**src/rtl/uart_pkg.sv**
```systemverilog
// uart_pkg: definitions shared by the UART transmit-side blocks.
//   tx_state_e        - one-hot launch FSM state (4 bits)
//   DEF_DATA_BITS     - default character width
//   DEF_DEPTH         - default transmit FIFO depth (power of two, >= 2)
package uart_pkg;

  localparam int DEF_DATA_BITS = 8;
  localparam int DEF_DEPTH     = 16;

  typedef enum logic [3:0] {
    ST_IDLE      = 4'b0001,
    ST_LAUNCH    = 4'b0010,
    ST_WAIT_BUSY = 4'b0100,
    ST_WAIT_DONE = 4'b1000
  } tx_state_e;

endpackage

```
**src/rtl/sync_fifo.sv**
```systemverilog
// sync_fifo: single-clock FIFO with occupancy count.
//   clk, rst      - clock, asynchronous active-high reset
//   push, din     - write strobe and data (ignored while full)
//   pop           - remove head entry (ignored while empty)
//   dout          - head entry (valid while not empty)
//   full, empty   - decoded from the registered count
//   count         - occupancy, 0..DEPTH
// Pointers are log2(DEPTH) bits and wrap naturally; a separate count
// disambiguates full from empty.
module sync_fifo #(
  parameter int WIDTH = 8,
  parameter int DEPTH = 16
) (
  input  logic                     clk,
  input  logic                     rst,
  input  logic                     push,
  input  logic [WIDTH-1:0]         din,
  input  logic                     pop,
  output logic [WIDTH-1:0]         dout,
  output logic                     full,
  output logic                     empty,
  output logic [$clog2(DEPTH):0]   count
);

  localparam int PTR_W = $clog2(DEPTH);
  localparam int CNT_W = PTR_W + 1;
  localparam logic [CNT_W-1:0] CNT_FULL = CNT_W'(DEPTH);
  localparam logic [CNT_W-1:0] CNT_ONE  = CNT_W'(1);
  localparam logic [PTR_W-1:0] PTR_ONE  = PTR_W'(1);

  logic [WIDTH-1:0] mem_r [DEPTH];
  logic [PTR_W-1:0] wr_ptr_r;
  logic [PTR_W-1:0] rd_ptr_r;
  logic [CNT_W-1:0] count_r;
  logic             push_ok_s;
  logic             pop_ok_s;

  assign full      = (count_r == CNT_FULL);
  assign empty     = (count_r == {CNT_W{1'b0}});
  assign push_ok_s = push && !full;
  assign pop_ok_s  = pop && !empty;
  assign dout      = mem_r[rd_ptr_r];
  assign count     = count_r;

  // Storage write; contents need no reset because the count gates reads.
  always_ff @(posedge clk) begin
    if (push_ok_s) begin
      mem_r[wr_ptr_r] <= din;
    end
  end

  // Pointer and occupancy bookkeeping; push+pop together keeps the count.
  always_ff @(posedge clk or posedge rst) begin
    if (rst) begin
      wr_ptr_r <= {PTR_W{1'b0}};
      rd_ptr_r <= {PTR_W{1'b0}};
      count_r  <= {CNT_W{1'b0}};
    end else begin
      if (push_ok_s) begin
        wr_ptr_r <= wr_ptr_r + PTR_ONE;
      end
      if (pop_ok_s) begin
        rd_ptr_r <= rd_ptr_r + PTR_ONE;
      end
      case ({push_ok_s, pop_ok_s})
        2'b10:   count_r <= count_r + CNT_ONE;
        2'b01:   count_r <= count_r - CNT_ONE;
        default: count_r <= count_r;
      endcase
    end
  end

endmodule

```
**src/rtl/uart_tx_fifo.sv**
```systemverilog
// uart_tx_fifo: character FIFO in front of a UART transmitter, with a
// launch FSM that hands one character at a time to the transmitter.
//   clk, rst          - clock, asynchronous active-high reset
//   i_data_valid      - producer write strobe (dropped while o_ready low)
//   i_data            - producer character
//   o_ready           - FIFO not full
//   o_empty           - FIFO holds no characters
//   o_tx_data_valid   - one-cycle launch strobe to transmitter i_data_valid
//   o_tx_data         - launched character, held until the next launch
//   i_tx_busy         - transmitter o_busy
//   o_level           - occupancy; only when UART_TX_FIFO_LEVEL_EN is defined
// Optional feature macro: UART_TX_FIFO_LEVEL_EN.
module uart_tx_fifo
  import uart_pkg::*;
#(
  parameter int DATA_BITS = DEF_DATA_BITS,
  parameter int DEPTH     = DEF_DEPTH
) (
  input  logic                   clk,
  input  logic                   rst,
  input  logic                   i_data_valid,
  input  logic [DATA_BITS-1:0]   i_data,
  output logic                   o_ready,
  output logic                   o_empty,
  output logic                   o_tx_data_valid,
  output logic [DATA_BITS-1:0]   o_tx_data,
  input  logic                   i_tx_busy
`ifdef UART_TX_FIFO_LEVEL_EN
  ,
  output logic [$clog2(DEPTH):0] o_level
`endif
);

  localparam int CNT_W = $clog2(DEPTH) + 1;

  tx_state_e              state_r;
  tx_state_e              next_s;
  logic                   launch_s;
  logic                   pop_s;
  logic                   full_s;
  logic                   empty_s;
  logic [CNT_W-1:0]       count_s;
  logic [DATA_BITS-1:0]   head_s;
  logic                   valid_r;
  logic [DATA_BITS-1:0]   data_r;

  sync_fifo #(
    .WIDTH (DATA_BITS),
    .DEPTH (DEPTH)
  ) u_fifo (
    .clk   (clk),
    .rst   (rst),
    .push  (i_data_valid),
    .din   (i_data),
    .pop   (pop_s),
    .dout  (head_s),
    .full  (full_s),
    .empty (empty_s),
    .count (count_s)
  );

  assign o_ready         = !full_s;
  assign o_empty         = empty_s;
  assign o_tx_data_valid = valid_r;
  assign o_tx_data       = data_r;
`ifdef UART_TX_FIFO_LEVEL_EN
  assign o_level         = count_s;
`endif

  // Launch FSM state register.
  always_ff @(posedge clk or posedge rst) begin
    if (rst) begin
      state_r <= ST_IDLE;
    end else begin
      state_r <= next_s;
    end
  end

  // Next state; launch_s fires on the IDLE->LAUNCH transition so the
  // registered strobe is high exactly during the LAUNCH cycle.
  always_comb begin
    next_s   = state_r;
    launch_s = 1'b0;
    pop_s    = 1'b0;
    case (state_r)
      ST_IDLE: begin
        if ((count_s != {CNT_W{1'b0}}) && !i_tx_busy) begin
          next_s   = ST_LAUNCH;
          launch_s = 1'b1;
        end else begin
          next_s = ST_IDLE;
        end
      end
      ST_LAUNCH: begin
        pop_s  = 1'b1;
        next_s = ST_WAIT_BUSY;
      end
      ST_WAIT_BUSY: begin
        // Busy rises one cycle after the strobe; wait for it.
        if (i_tx_busy) begin
          next_s = ST_WAIT_DONE;
        end else begin
          next_s = ST_WAIT_BUSY;
        end
      end
      ST_WAIT_DONE: begin
        if (!i_tx_busy) begin
          next_s = ST_IDLE;
        end else begin
          next_s = ST_WAIT_DONE;
        end
      end
      default: begin
        next_s = ST_IDLE;
      end
    endcase
  end

  // Output registers: strobe for one cycle, character held until next launch.
  always_ff @(posedge clk or posedge rst) begin
    if (rst) begin
      valid_r <= 1'b0;
      data_r  <= {DATA_BITS{1'b0}};
    end else begin
      valid_r <= launch_s;
      if (launch_s) begin
        data_r <= head_s;
      end else begin
        data_r <= data_r;
      end
    end
  end

endmodule

```
**config.mk**
```make
export PLATFORM = sky130hd
export DESIGN_NAME = uart_tx_fifo
export DESIGN_NICKNAME = d
export VERILOG_FILES = /design/src/rtl/uart_pkg.sv /design/src/rtl/sync_fifo.sv /design/src/rtl/uart_tx_fifo.sv
export SDC_FILE = /design/constraint.sdc
export NUM_CORES = 1
export LEC_CHECK = 0
export CAP_MARGIN = 40
export CORE_MARGIN = 4
export CORE_UTILIZATION = 45
export CTS_BUF_LIST = sky130_fd_sc_hd__clkbuf_4
export DETAILED_ROUTE_END_ITERATION = 8
export PLACE_DENSITY_LB_ADDON = 0.08
export SKIP_CTS_REPAIR_TIMING = 1
export SLEW_MARGIN = 15
export SYNTH_ARGS = -nofsm -noshare
export SYNTH_HDL_FRONTEND = slang
export SYNTH_SLANG_ARGS = --single-unit
```
**constraint.sdc**
```tcl
create_clock -name clk -period 9.2 [get_ports clk]
set_clock_uncertainty 0.1 [all_clocks]
set_input_delay 0.92 -clock clk [delete_from_list [all_inputs] [get_ports clk]]
set_output_delay 0.92 -clock clk [all_outputs]
set_load 0.02 [all_outputs]
```
* After elaboration in Yosys (flattened, before gate mapping)
Memory sizes are Yosys's and may differ from the RTL's. A register that Yosys moved wholly into a read port is not among the register bits. Cells that the tools add are included.
Storage, ports and cells: register bits after elaboration 18, memories 1, RAM bits 128, output and inout port bits 11
Cells by class: reduce and logical (&&, ||, !) cells 9, add/sub/neg operators 4, muxes and demuxes 10, equality and inequality tests 7
Memories:
- u_fifo.mem_r | words 16, bits a word 8, rd ports 1, clocked after memory_dff 1, write ports 1, line sync_fifo.sv:31 | logic [WIDTH-1:0] mem_r [DEPTH];
Operator list (number):
- 4-bit one-hot mux with 4 select lines | 1
- 5-bit one-hot mux with 2 select lines | 1
- 4-bit by 1-bit adder with 4-bit output, second input constant | 2
- 4-bit 2-to-1 mux | 2
- 5-bit by 1-bit adder with 5-bit output, second input constant | 1
- 5-bit == test, second input constant | 1
- 5-bit logical NOT | 1
- 1-bit 2-to-1 mux | 5
- 5-bit nonzero test | 1
- 5-bit by 1-bit subtractor with 5-bit output, second input constant | 1
- 4-bit by 1-bit == test with 1-bit output, second input constant | 1
- 4-bit by 2-bit == test with 1-bit output, second input constant | 1
- 4-bit by 3-bit == test with 1-bit output, second input constant | 1
- 4-bit == test, second input constant | 1
- 1-bit logical AND | 3
- 1-bit logical NOT | 3
- 2-bit by 1-bit == test with 1-bit output, second input constant | 1
- 2-bit == test, second input constant | 1
- 2-bit 2-to-1 mux | 1
- 2-bit nonzero test | 1

* Depth between registers and ports, before layout
Gate-level depths: netlist of the first run.
depth after elaboration 5, depth in mapped cells 13

* By module
A second synthesis of the first run with hierarchy kept.
Unflattened totals: cell total of the unflattened synthesis 373, area, all modules 6381.1 um2
Modules (own cells, without submodules):
- sync_fifo | cells an instance 333, instances 1, area each 5796.8 um2
- uart_tx_fifo | cells an instance 40, instances 1, area each 584.3 um2

* Worst setup path after synthesis of the first run
Ideal clock, no wire load.
path type flip-flop to flip-flop, start reg u_fifo.count_r[3], in the netlist u_fifo.count[3], end reg u_fifo.count_r[4], in the netlist u_fifo.count[4], library setup time 0.123 ns, setup slack 5.904 ns, cell stages (with the launch flop) 14, arrival 3.074 ns, buffers on the path 1, data required time 8.977 ns, clock period less this slack 3.296 ns, cells stage by stage dfrtp_1 nor4_2 nand2_1 and2_1 clkbuf_1 inv_1 ha_1 inv_1 fa_1 nor2b_1 o21ai_0 nand3_1 or3b_2 xnor2_1
On the way: longest elaborated chain between the ends 5, elaborated cells between the ends (all ways) 12
Ends and longest elaborated chain:
- from (decl) | line sync_fifo.sv:34 | logic [CNT_W-1:0] count_r;
- from (signal assigned) | line sync_fifo.sv:57 | count_r <= {CNT_W{1'b0}};
- from (signal assigned) | line sync_fifo.sv:66 | 2'b10: count_r <= count_r + CNT_ONE;
- from (signal assigned) | line sync_fifo.sv:67 | 2'b01: count_r <= count_r - CNT_ONE;
- 5-bit == test * | line sync_fifo.sv:38 | assign full = (count_r == CNT_FULL);
- 1-bit logical NOT *
- via o_ready | line uart_tx_fifo.sv:23 | output logic o_ready,
- 1-bit logical AND * | line sync_fifo.sv:40 | assign push_ok_s = push && !full;
- 2-bit by 1-bit == test with 1-bit output / 2-bit == test (equally long branches) | line sync_fifo.sv:65 | case ({push_ok_s, pop_ok_s})
- 5-bit one-hot mux with 2 select lines / 2-bit nonzero test (equally long branches)
Mark *: on every way through the listed nets, which the timed path passes. The rest lies on a longest branch. A chain may end at the register's enable or synchronous reset.

* Worst setup path after layout of the first run
start reg u_fifo.count_r[1], in the netlist u_fifo.count[1], end out o_empty
On the way: longest elaborated chain between the ends 1
Ends and longest elaborated chain:
- 5-bit logical NOT | line sync_fifo.sv:39 | assign empty = (count_r == {CNT_W{1'b0}});
- to (decl) | line uart_tx_fifo.sv:24 | output logic o_empty,
No other way between the ends.

==> results.py, run 1 <==
metrics = {
    "cts": {
        "cts_tree": "built",
        "cts_sinks": 154,
        "cts_made_buffers": 17,
        "path_clk_slew_ns": 0.13,
        "h-tree-depth": 4,
        "clockRootBuffer": "clkbuf_4",
        "clk_latency_ns": 0.53,
        "cts_buffer_depth": 2,
    },
    "global_route": {
        "overflow": 0,
        "antenna_found_initial": 0,
        "track_usage": 0.164,
        "grt_pass1_wl_um": 19000,
        "grt_max_degree": 35,
        "grt_pass1_vias": 3095,
    },
    "power_and_ir_drop": {
        "swShare": 0.318,
        "internal_power_mw": 1.36,
        "pwr-share-comb": 0.320,
        "power_mw": 2.00,
        "power_density_nw_per_um2": 286,
        "p_clk_frac": 0.205,
        "switching_power_mw": 0.634,
        "p_seq_frac": 0.475,
        "ir_drop_uv": 160,
        "p_leak_nw": 2.32,
    },
    "logic_synthesis": {
        "yosys-top-cells-count": "edfxtp_1 (128), mux4_2 (32), dfrtp_1 (25)",
        "yosys.area.top_type_share": 0.623,
        "synth_seq_area_share": 0.729,
        "yosysTopAreaCell": "edfxtp_1",
        "async_reset_ff_frac": 0.169,
        "yosysMostFrequentCell": "edfxtp_1",
        "syn_area_um2": 6170,
        "synth_top_flop_cell": "edfxtp_1",
        "synth_compound_area_frac": 0.0408,
        "synth-seq-cells": 154,
        "synth_cells": 331,
        "synth_xor_area_frac": 0.0142,
        "synth_edf_count": 128,
        "syn_nets": 353,
        "synth-simple-area-share": 0.0416,
        "postSynthAreaPerCell_um2": 18.6,
        "yosysWarnings": 0,
        "yosysUniqueCellTypes": 38,
        "yosys.area_share.adder": 0.0215,
        "synth_top_family_by_area": "multiplexers",
        "synthTopCellsByArea": "edfxtp_1 (62%), mux4_2 (12%), dfrtp_1 (10%), ha_1 (1.8%), mux2_2 (1.6%)",
        "synthMuxAreaShare": 0.135,
    },
    "floorplan": {
        "io-pin-count": 23,
        "fp.dieH_um": 125,
        "core_area_um2": 13300,
        "die-width_um": 125,
        "start_util": 0.462,
        "dieArea_um2": 15700,
        "num_rows": 42,
    },
    "outcome": {
        "outcome": "finished, final reports clean",
    },
    "routing": {
        "detail-route-antenna-nets": 0,
        "drt_first_pass_iters": 4,
        "viasPerCell": 5.45,
        "vias": 3071,
        "wl_um": 12000,
        "dr.first_iter.drc_count": 216,
        "drc": 0,
        "avgRoutedWirePerCell_um": 21.3,
    },
    "place": {
        "io_buffers": 22,
        "placed_cell_area_um2": 6690,
        "routabilityCongestion": 0.742,
        "dp_hpwl_um": 7960,
    },
    "worst_setup_path": {
        "reg2reg_slack_ns": 5.83,
        "worstSetupStartpoint": "u_fifo.count[1]",
        "crit_end": "o_empty",
        "r2r_cells": 12,
        "endpoint_kind": "output pin",
        "startpoint_type": "register",
        "cp_data_arrival_time_ns": 2.48,
        "r2r_start": "u_fifo.count[1]",
        "required_ns": 8.18,
        "rr_endpoint": "u_fifo.count[4]",
        "criticalPathCategory": "reg -> out",
        "cp_max_fo": 4,
    },
    "timing": {
        "fin_setup_tns_ns": 0,
        "setup_viol_count_final": 0,
        "fmax_mhz": 286,
        "hold_viol": 0,
        "relSlewSlack": 0.478,
        "maxSlewViolCount": 0,
        "fin_crit_sh": 0.380,
        "rsz0062_at_grt": "false",
        "tightest_slew_ns": 0.780,
        "fin_crit_ns": 3.50,
    },
    "final_layout": {
        "diodes": 0,
        "syn_to_final_growth_pct": 13.0,
        "final_core_util": 0.523,
        "final_nets": 396,
        "drive_gt1_frac": 0.261,
        "design_area_um2": 6980,
    },
    "run": {
        "cap_violations": 0,
    },
    "min_path": {
        "hold_class": "reg -> reg",
    },
}
[power by group through the flow]
stage               logic [mW]  clock network (mW)  registers (mW)
floorplan                0.459                   0           0.949
global placement         0.632                   0           0.966
detailed placement       0.649                   0           0.966
CTS                      0.651               0.422           0.951
global route             0.705               0.457           0.964
finish                   0.639               0.409           0.949
[state kept, by name, indices dropped and copies added (netlist names)]
| name | cells |
|---|---|
| u_fifo.wr_ptr_r | 4 |
| u_fifo.count | 5 |
| u_fifo.mem_r | 128 |
| state_r | 4 |
| u_fifo.rd_ptr_r | 4 |
| o_tx_data | 8 |
| o_tx_data_valid | 1 |
[worst min path at each step]
stage,from,cells after the start,endpoint
detailed placement,u_fifo.count[4],1,u_fifo.count[4]
global placement,u_fifo.count[4],1,u_fifo.count[4]
CTS,u_fifo.count[4],1,u_fifo.count[4]
floorplan,u_fifo.count[4],1,u_fifo.count[4]
global route,u_fifo.count[4],1,u_fifo.count[4]
finish,u_fifo.count[4],1,u_fifo.count[4]
[through the flow]
| step | hold slack, ns | setup slack, ns | std cells |
|---|---|---|---|
| detailed placement | 0.416 | 5.61 | 530 |
| CTS | 0.434 | 5.64 | 562 |
| global route | 0.455 | 5.55 | 563 |
| floorplan | 0.366 | 5.90 | 331 |
| global placement | 0.405 | 5.67 | 516 |
| finish | 0.426 | 5.70 | 563 |
[cell usage in the layout (no fill, tap or decap), drive strengths merged, types with 8 or more instances in the layout]
master | synthesis | layout
mux4 | 32 | 32
edfxtp | 128 | 128
clkbuf | 7 | 20
nor2 | 14 | 14
clkdlybuf4s50 | 0 | 22
nand2 | 15 | 15
inv | 10 | 10
mux2 | 9 | 9
buf | 9 | 18
clkinv | 0 | 8
dfrtp | 25 | 25
a21oi | 12 | 12
o22ai | 16 | 16
ha | 9 | 9
[kinds of logic (layout without fill, tap and decap cells)]
| group | count (synthesis) | count (layout) |
|---|---|---|
| AOI/OAI and AO/OA | 39 | 39 |
| and+or+nand+nor | 50 | 50 |
| xor gates and xnor gates | 10 | 10 |
| muxes | 42 | 42 |
| DFF | 154 | 154 |
| adders and majority gates | 10 | 10 |
| buffers and inverters | 26 | 82 |
[routing by layer]
| metal | part of all wire | vias up | global-route usage |
|---|---|---|---|
| li1 | - | 1395 | - |
| met1 | 0.46 | 1603 | 0.241 |
| met2 | 0.47 | 69 | 0.240 |
| met3 | 0.061 | 4 | 0.0490 |
| met4 | 0.0061 | 0 | 0.0459 |
| met5 | 0 | - | 0 |
[worst max-delay path, cell delays in order (launching register included)]
cell	delay, ns
dfrtp_1	0.43
nor4_2	0.60
and2_1	0.29
clkdlybuf4s50_1	0.63
[final cells by class]
type / instances / area, um^2
clock buffer: 20 / 150
clock inverter: 12 / 131
fill: 1085 / 6370
inverter: 10 / 37.5
multi-input combinational: 151 / 1580
sequential: 154 / 4500
tap: 176 / 220
timing repair buffer: 40 / 359
Power figures use the tool's default switching activity.
==> inputs of run 2 (changes only) <==
==> constraint.sdc (replaced) <==
create_clock -name clk -period 3.1 [get_ports clk]
set_clock_uncertainty 0.1 [all_clocks]
set_input_delay 0.31 -clock clk [delete_from_list [all_inputs] [get_ports clk]]
set_output_delay 0.31 -clock clk [all_outputs]
set_load 0.02 [all_outputs]
==> results.py, run 2 (synthesis results as in run 1) <==
metrics = {
    "floorplan": {
        "io-pin-count": 23,
        "fp.dieH_um": 125,
        "core_area_um2": 13300,
        "start_util": 0.462,
        "num_rows": 42,
        "dieArea_um2": 15700,
        "die-width_um": 125,
    },
    "worst_setup_path": {
        "startpoint_type": "register",
        "required_ns": 3.44,
        "cp_max_fo": 4,
        "slowest_delay_ns": 0.45,
        "path_cells": "nor4_4, and2_1, nor4_2, ha_2, ha_1, nor2b_1, o21ai_0, a21oi_1, or3b_2, xnor2_1",
        "crit_buf_inv": 0,
        "critPathTopFamily": "simple AND/OR/NAND/NOR gates",
        "endpoint_kind": "register",
        "criticalPathCategory": "reg -> reg",
        "crit_path_top_delay_cell": "dfrtp_1",
        "cp_data_arrival_time_ns": 3.22,
    },
    "final_layout": {
        "diodes": 0,
        "drive_gt1_frac": 0.280,
        "top_register": "u_fifo.mem_r",
        "layout_common_cells": "edfxtp_1 (128), mux4_2 (32), buf_4 (25)",
        "instances_no_fill": 569,
        "syn_to_final_growth_pct": 13.5,
        "largest_reg_flops": 128,
        "fillers": 1116,
        "design_area_um2": 7000,
        "final_nets": 403,
        "final_common_cell": "edfxtp_1",
    },
    "place": {
        "dp_hpwl_um": 7700,
        "io_buffers": 22,
        "post-place-cells": 538,
        "routabilityCongestion": 0.742,
        "placed_cell_area_um2": 6730,
    },
    "routing": {
        "drc": 0,
        "detail-route-antenna-nets": 0,
        "dr.first_iter.drc_count": 220,
        "vias": 3042,
        "drt_first_pass_iters": 4,
        "viasPerCell": 5.35,
        "avgRoutedWirePerCell_um": 21.4,
        "wl_um": 12200,
    },
    "global_route": {
        "grt_pass1_wl_um": 19200,
        "grt_max_degree": 34,
        "overflow": 0,
        "grt_pass1_vias": 3122,
        "antenna_found_initial": 0,
        "track_usage": 0.168,
    },
    "power_and_ir_drop": {
        "p_clk_frac": 0.195,
        "internal_power_mw": 3.99,
        "swShare": 0.326,
        "power_density_nw_per_um2": 846,
        "power_mw": 5.92,
        "pwr-share-comb": 0.328,
        "ir_drop_uv": 366,
        "p_leak_nw": 2.33,
        "p_seq_frac": 0.478,
        "switching_power_mw": 1.93,
    },
    "timing": {
        "fin_setup_tns_ns": 0,
        "maxSlewViolCount": 0,
        "tightest_slew_ns": 0.675,
        "fin_crit_sh": 0.929,
        "fin_crit_ns": 2.88,
        "setup_viol_count_final": 0,
        "rsz0062_at_grt": "false",
        "hold_viol": 10,
        "hold_slack_ns": -0.0102,
        "relSlewSlack": 0.550,
        "fmax_mhz": 347,
    },
    "cts": {
        "clk_latency_ns": 0.53,
        "cts_sinks": 154,
        "h-tree-depth": 4,
        "path_clk_slew_ns": 0.13,
        "cts_tree": "built",
        "clockRootBuffer": "clkbuf_4",
        "cts_made_buffers": 17,
        "cts_buffer_depth": 2,
    },
    "outcome": {
        "outcome": "finished, violations left",
        "violations": "negative hold slack",
    },
    "min_path": {
        "hold_class": "in -> async",
    },
    "run": {
        "cap_violations": 0,
    },
}
run 2: changes by cell type in the layout (fill, tap and decap cells not counted), moves of 2 or more:
cell,change
buf_4,+8
nor3_1,+4
nor3_2,-4
clkinv_1,-3
clkbuf_4,-2
clkinvlp_4,+2
run 2: layout make-up:
class / instances / area [um^2] / share of cell area
flip-flops and latches: 154 / 4500 / 0.642
repair buffers: 47 / 408 / 0.0582
well taps: 176 / 220 / 0.0314
inverters: 10 / 37.5 / 0.00536
clock inverters: 13 / 128 / 0.0182
clock buffers: 18 / 135 / 0.0193
multi-input cells: 151 / 1580 / 0.225
run 2: final timing paths:
path | from | endpoint | slack [ns] | depth (start not counted)
min reg2reg | u_fifo.count[4] | u_fifo.count[4] | 0.42 | 1
min | rst | o_tx_data[1] | -0.01 | 2
max | u_fifo.count[3] | u_fifo.count[4] | 0.22 | 10
max reg2reg | u_fifo.count[3] | u_fifo.count[4] | 0.22 | 10
min in group clk | i_tx_busy | state_r[3] | 0.29 | 3
max in group asynchronous | rst | state_r[0] | 2.24 | 3
run 2: worst reg2reg max path, delay by kind of cell, from the launching register on:
family | cells | cell delay (ns)
and+or+nand+nor | 5 | 1.25
adders and majority gates | 2 | 0.55
DFF | 1 | 0.45
AOI/OAI and AO/OA | 2 | 0.32
xor gates and xnor gates | 1 | 0.13
run 2: power groups by stage:
stage | registers, mW | logic [mW] | clock network [mW]
2_1_floorplan | 2.83 | 1.37 | 0
3_3_place_gp | 2.86 | 1.95 | 0
3_5_place_dp | 2.88 | 1.97 | 0
4_1_cts | 2.83 | 1.98 | 1.19
5_1_grt | 2.88 | 2.13 | 1.28
6_report | 2.83 | 1.94 | 1.15
run 2: per-layer routing:
metal  routed length [um]  part of all wire  global-route usage  vias up
li1                     -                 -                   -     1405
met1                 5600              0.46               0.244     1555
met2                 5800              0.48               0.255       68
met3                  604             0.050              0.0405       14
met4                  165             0.014              0.0517        0
met5                    0                 0                   0        -
run 2: stage by stage:
step | setup WS [ns] | utilization
2_1_floorplan | 0.00258 | -
6_report | 0.219 | 0.525
3_5_place_dp | 0.162 | 0.504
3_3_place_gp | 0.216 | 0.504
4_1_cts | 0.139 | 0.524
5_1_grt | 0.0247 | 0.525
==> inputs of run 3 (changes only) <==
--- a/config.mk
+++ b/config.mk
@@ -7,7 +7,7 @@
 export LEC_CHECK = 0
 export CAP_MARGIN = 40
 export CORE_MARGIN = 4
-export CORE_UTILIZATION = 45
+export CORE_UTILIZATION = 46
 export CTS_BUF_LIST = sky130_fd_sc_hd__clkbuf_4
 export DETAILED_ROUTE_END_ITERATION = 8
 export PLACE_DENSITY_LB_ADDON = 0.08
==> results.py, run 3 (synthesis results as in run 1) <==
metrics = {
    "outcome": {
        "outcome": "finished, final reports clean",
    },
    "floorplan": {
        "fp.dieH_um": 124,
        "core_area_um2": 13200,
        "dieArea_um2": 15300,
        "die-width_um": 124,
        "io-pin-count": 23,
        "num_rows": 42,
        "start_util": 0.468,
    },
    "cts": {
        "cts_buffer_depth": 2,
        "h-tree-depth": 4,
        "clockRootBuffer": "clkbuf_4",
        "path_clk_slew_ns": 0.11,
        "clk_latency_ns": 0.54,
        "cts_tree": "built",
        "cts_sinks": 154,
        "cts_made_buffers": 17,
    },
    "global_route": {
        "grt_pass1_wl_um": 18200,
        "overflow": 0,
        "track_usage": 0.172,
        "antenna_found_initial": 0,
        "grt_max_degree": 35,
        "grt_pass1_vias": 3110,
    },
    "routing": {
        "avgRoutedWirePerCell_um": 20.7,
        "detail-route-antenna-nets": 0,
        "drc": 0,
        "drt_first_pass_iters": 4,
        "wl_um": 11800,
        "viasPerCell": 5.34,
        "vias": 3049,
        "dr.first_iter.drc_count": 225,
    },
    "timing": {
        "fin_crit_ns": 2.87,
        "relSlewSlack": 0.571,
        "fmax_mhz": 349,
        "rsz0062_at_grt": "false",
        "setup_viol_count_final": 0,
        "fin_setup_tns_ns": 0,
        "fin_crit_sh": 0.926,
        "tightest_slew_ns": 0.644,
        "maxSlewViolCount": 0,
        "hold_viol": 0,
    },
    "run": {
        "cap_violations": 0,
    },
    "place": {
        "placed_cell_area_um2": 6750,
        "io_buffers": 22,
        "dp_hpwl_um": 7350,
        "routabilityCongestion": 0.803,
    },
    "power_and_ir_drop": {
        "ir_drop_uv": 354,
        "power_density_nw_per_um2": 859,
        "power_mw": 6.08,
        "p_leak_nw": 2.38,
    },
    "final_layout": {
        "diodes": 0,
        "largest_reg_flops": 128,
        "syn_to_final_growth_pct": 14.8,
        "drive_gt1_frac": 0.278,
        "top_register": "u_fifo.mem_r",
        "final_nets": 404,
        "design_area_um2": 7080,
        "final_common_cell": "edfxtp_1",
        "layout_common_cells": "edfxtp_1 (128), mux4_2 (32), dfrtp_1 (24)",
    },
    "worst_setup_path": {
        "slowest_delay_ns": 0.45,
        "startpoint_type": "register",
        "worstSetupStartpoint": "u_fifo.count[3]",
        "cp_data_arrival_time_ns": 3.19,
        "endpoint_kind": "register",
        "cp_max_fo": 4,
        "path_cells": "nor4_4, and2_1, nor4_2, ha_2, ha_1, nor2b_1, o21ai_0, a21oi_1, or3b_2, xnor2_1",
        "crit_path_top_delay_cell": "or3b_2",
        "required_ns": 3.42,
        "criticalPathCategory": "reg -> reg",
        "r2r_start": "u_fifo.count[3]",
    },
    "min_path": {
        "hp-start": "i_tx_busy",
        "hold_class": "in -> reg",
    },
}
==> run 3: layer usage <==
layer / global-route usage / part of all wire / wire length (um) / vias to the layer above
li1: - / - / - / 1407
met1: 0.233 / 0.45 / 5280 / 1549
met2: 0.268 / 0.48 / 5680 / 74
met3: 0.0459 / 0.054 / 635 / 19
met4: 0.0637 / 0.018 / 217 / 0
met5: 0 / 0 / 0 / -
==> run 3: worst max-delay path: cells and delay by family (launching register included) <==
family                     cells  cell delay [ns]
and+or+nand+nor                5             1.26
adders and majority gates      2             0.54
AOI/OAI and AO/OA              2             0.29
xor gates and xnor gates       1             0.13
DFF                            1             0.44
==> run 3: worst paths after layout <==
path,slack (ns),to,depth (start not counted)
worst max-delay path,0.23,u_fifo.count[4],10
worst min-delay path,0.31,state_r[3],3
worst max register to register,0.23,u_fifo.count[4],10
worst min register to register,0.43,u_fifo.count[4],1
max in group asynchronous,1.85,state_r[0],4
min in group asynchronous,0.52,o_tx_data[3],3
==> run 3: cell type report <==
cell class / count / area, um^2
fillers: 1055 / 6110
flip-flops and latches: 154 / 4500
multi-input cells: 151 / 1580
repair buffers: 48 / 438
well taps: 176 / 220
clock buffers: 22 / 165
clock inverters: 10 / 150
inverters: 10 / 37.5
==> run 3: power by group <==
group / switching, mW / internal (mW)
clock network: 0.648 / 0.677
registers: 0.244 / 2.58
logic: 0.991 / 0.947
==> run 3: per-stage QoR <==
| step | instances | hold slack [ns] | util | setup WS [ns] |
|---|---|---|---|---|
| after floorplan | 331 | 0.249 | - | 0.00258 |
| after global placement | 537 | 0.407 | 0.511 | 0.246 |
| after detailed placement | 538 | 0.410 | 0.512 | 0.153 |
| after CTS | 570 | -0.0765 | 0.536 | 0.130 |
| after global routing | 571 | 0.276 | 0.537 | 0.0494 |
| final | 571 | 0.309 | 0.537 | 0.231 |
==> RTL change: new RTL, flow settings as in run 2 <==
Make the reset (`rst`) synchronous in 3 clocked blocks. Comments in the files are not updated.
--- a/src/rtl/sync_fifo.sv
+++ b/src/rtl/sync_fifo.sv
@@ -50,7 +50,7 @@
   end
 
   // Pointer and occupancy bookkeeping; push+pop together keeps the count.
-  always_ff @(posedge clk or posedge rst) begin
+  always_ff @(posedge clk) begin
     if (rst) begin
       wr_ptr_r <= {PTR_W{1'b0}};
       rd_ptr_r <= {PTR_W{1'b0}};
--- a/src/rtl/uart_tx_fifo.sv
+++ b/src/rtl/uart_tx_fifo.sv
@@ -68,7 +68,7 @@
 `endif
 
   // Launch FSM state register.
-  always_ff @(posedge clk or posedge rst) begin
+  always_ff @(posedge clk) begin
     if (rst) begin
       state_r <= ST_IDLE;
     end else begin
@@ -117,7 +117,7 @@
   end
 
   // Output registers: strobe for one cycle, character held until next launch.
-  always_ff @(posedge clk or posedge rst) begin
+  always_ff @(posedge clk) begin
     if (rst) begin
       valid_r <= 1'b0;
       data_r  <= {DATA_BITS{1'b0}};
Function: differs if rst is asserted again (counterexample within 4 cycles, from zero or initial values and one cycle with rst high); with rst held inactive, the same outputs for 10 cycles.
==> RTL change against run 2 <==
- sequential share of layout area decreased by 2.1 points
- die area up 1.7%
- non-clock buffer count is 4 lower
- design area increased by 0.38%
- routed wire length rose by 7.7%
- global-route usage increased by 0.21 points
- sequential cell count did not move
- synthesized area grew 1.8%
- synthesized cell count up 26%
- setup slack worse by 0.063 ns
Power is not compared: it rests on default switching activity, and its combinational part moved more than twofold at a synthesized area within 25%.
==> RTL change: results (changes against run 2) <==
{| class="wikitable"
! Metric !! Value
|-
| Mean instance size in the synthesized netlist || 15.0 um^2 (was 18.6 um^2)
|-
| Via total after detailed routing || 3,468 (was 3,042)
|-
| Met3 GRT Util || 3.85% (was 4.05%)
|-
| Global Route met2 Usage || 25.6% (was 25.5%)
|-
| Fraction of met1 tracks used by global routing || 24.3% (was 24.4%)
|-
| Reg2reg start || u_fifo.count[3] (unchanged)
|-
| Destination of the worst register-to-register timing path || u_fifo.count[4] (unchanged)
|-
| Register-to-register path setup slack || 0.16 ns (was 0.22 ns)
|-
| Post-synthesis net count || 439 (was 353)
|-
| Maximum level of the CTS H-tree || 4 (unchanged)
|-
| Initial DRC count || 251 (was 220)
|-
| GP Congestion || 0.799 (was 0.742)
|-
| Max-Slew Margin vs Limit || 50.9% (was 55.0%)
|-
| Status || completed (was finished with violations)
|-
| Number of distinct library cell variants in the gate-level netlist after synthesis || 44 (was 38)
|-
| Largest net degree at the start of global routing || 30 (was 34)
|-
| Initial antenna violation count || 0 (unchanged)
|-
| Data arrival at the endpoint of the critical path || 3.30 ns (was 3.22 ns)
|-
| Final net count || 473 (was 403)
|-
| Share of async-settable or async-resettable flops after synthesis || 0% (was 16.9%)
|-
| Vias in the first global route || 3,364 (was 3,122)
|-
| Average wire per cell in the routed design || 20.5 um (was 21.4 um)
|-
| Class of the tightest hold or removal check || in2reg (was in2async)
|-
| Global-route wire length before repair || 19,900 um (was 19,200 um)
|-
| Placed cell areas || 6770 um^2 (was 6730 um^2)
|-
| # placed instances || 609 (was 538)
|-
| Biggest fanout along the worst timing path || 9 (was 4)
|-
| Filler cell count in the final layout || 1,155 (was 1,116)
|-
| Clock-pin slew of the registers on the worst-case setup and hold paths || 0.11 ns (was 0.13 ns)
|-
| FMAX || 0.340 GHz (was 0.347 GHz)
|-
| Top cells by area in the synthesized netlist || edfxtp_1 (61%), mux2i_1 (11%), dfxtp_1 (8.3%) (was edfxtp_1 (62%), mux4_2 (12%), dfrtp_1 (10%))
|-
| Sequential share of the synthesized area || 69.4% (was 72.9%)
|-
| List of most frequent post-synthesis cells || edfxtp_1 (128), mux2i_1 (69), o22ai_1 (33) (was edfxtp_1 (128), mux4_2 (32), dfrtp_1 (25))
|-
| Number of cells in the finished layout apart from fillers || 641 (was 569)
|-
| Overall routing resource usage || 17.0% (was 16.8%)
|-
| Proportion of layout cells with a drive suffix above 1 || 12.0% (was 28.0%)
|}
## RTL change: cell count changes after synthesis, sizes merged, moves of 12 or more
cell   change
mux4      -32
o22ai     +17
mux2i     +68
nor2      +12
dfxtp     +26
dfrtp     -25
## RTL change: where the power goes
group	internal (W)	switching (W)	total, W	leakage, nW
Clock	0.000488	0.000651	0.00114	0.142
Sequential	0.00228	0.0000234	0.00230	1.37
Combinational	0.0000822	0.000131	0.000213	0.710
## RTL change: cell families after synthesis
kind of cell | after synthesis | share of synthesized area [%]
compound gates | 62 | 6.99
simple gates | 78 | 6.67
mux | 69 | 11.0
buf+inv | 36 | 2.73
fa+ha+maj | 9 | 1.79
flops | 154 | 69.4
xor+xnor | 10 | 1.39
## RTL change: critical path, stage by stage, from the launching register on
cell       delay (ns)
dfxtp_1          0.36
or4_4            0.60
o21ai_2          0.22
inv_1            0.09
ha_1             0.31
xor2_1           0.17
ha_1             0.18
a21oi_1          0.07
a221o_1          0.33
a2111o_1         0.39
o2111ai_1        0.07
## RTL change: routing by layer
metal / vias up / wire [um]
met5: - / 0
met4: 0 / 214
met3: 14 / 816
met2: 76 / 6040
met1: 1696 / 6040
li1: 1682 / -
## RTL change: worst min path at each step
stage,startpoint,endpoint,slack [ns],depth (start not counted)
floorplan,i_data[0],u_fifo.mem_r[0][0],0.31,0
global placement,o_tx_data[2],o_tx_data[2],0.35,1
detailed placement,o_tx_data[2],o_tx_data[2],0.35,1
CTS,i_tx_busy,state_r[3],0.29,3
global route,i_tx_busy,state_r[3],0.32,3
finish,i_tx_busy,state_r[3],0.33,3
## RTL change: layout make-up
cell class | count | share of cell area, %
flip-flops and latches | 154 | 62.1
well taps | 176 | 3.13
multi-input cells | 228 | 24.9
clock inverters | 12 | 1.55
inverters | 8 | 0.427
clock buffers | 20 | 2.14
repair buffers | 43 | 5.73
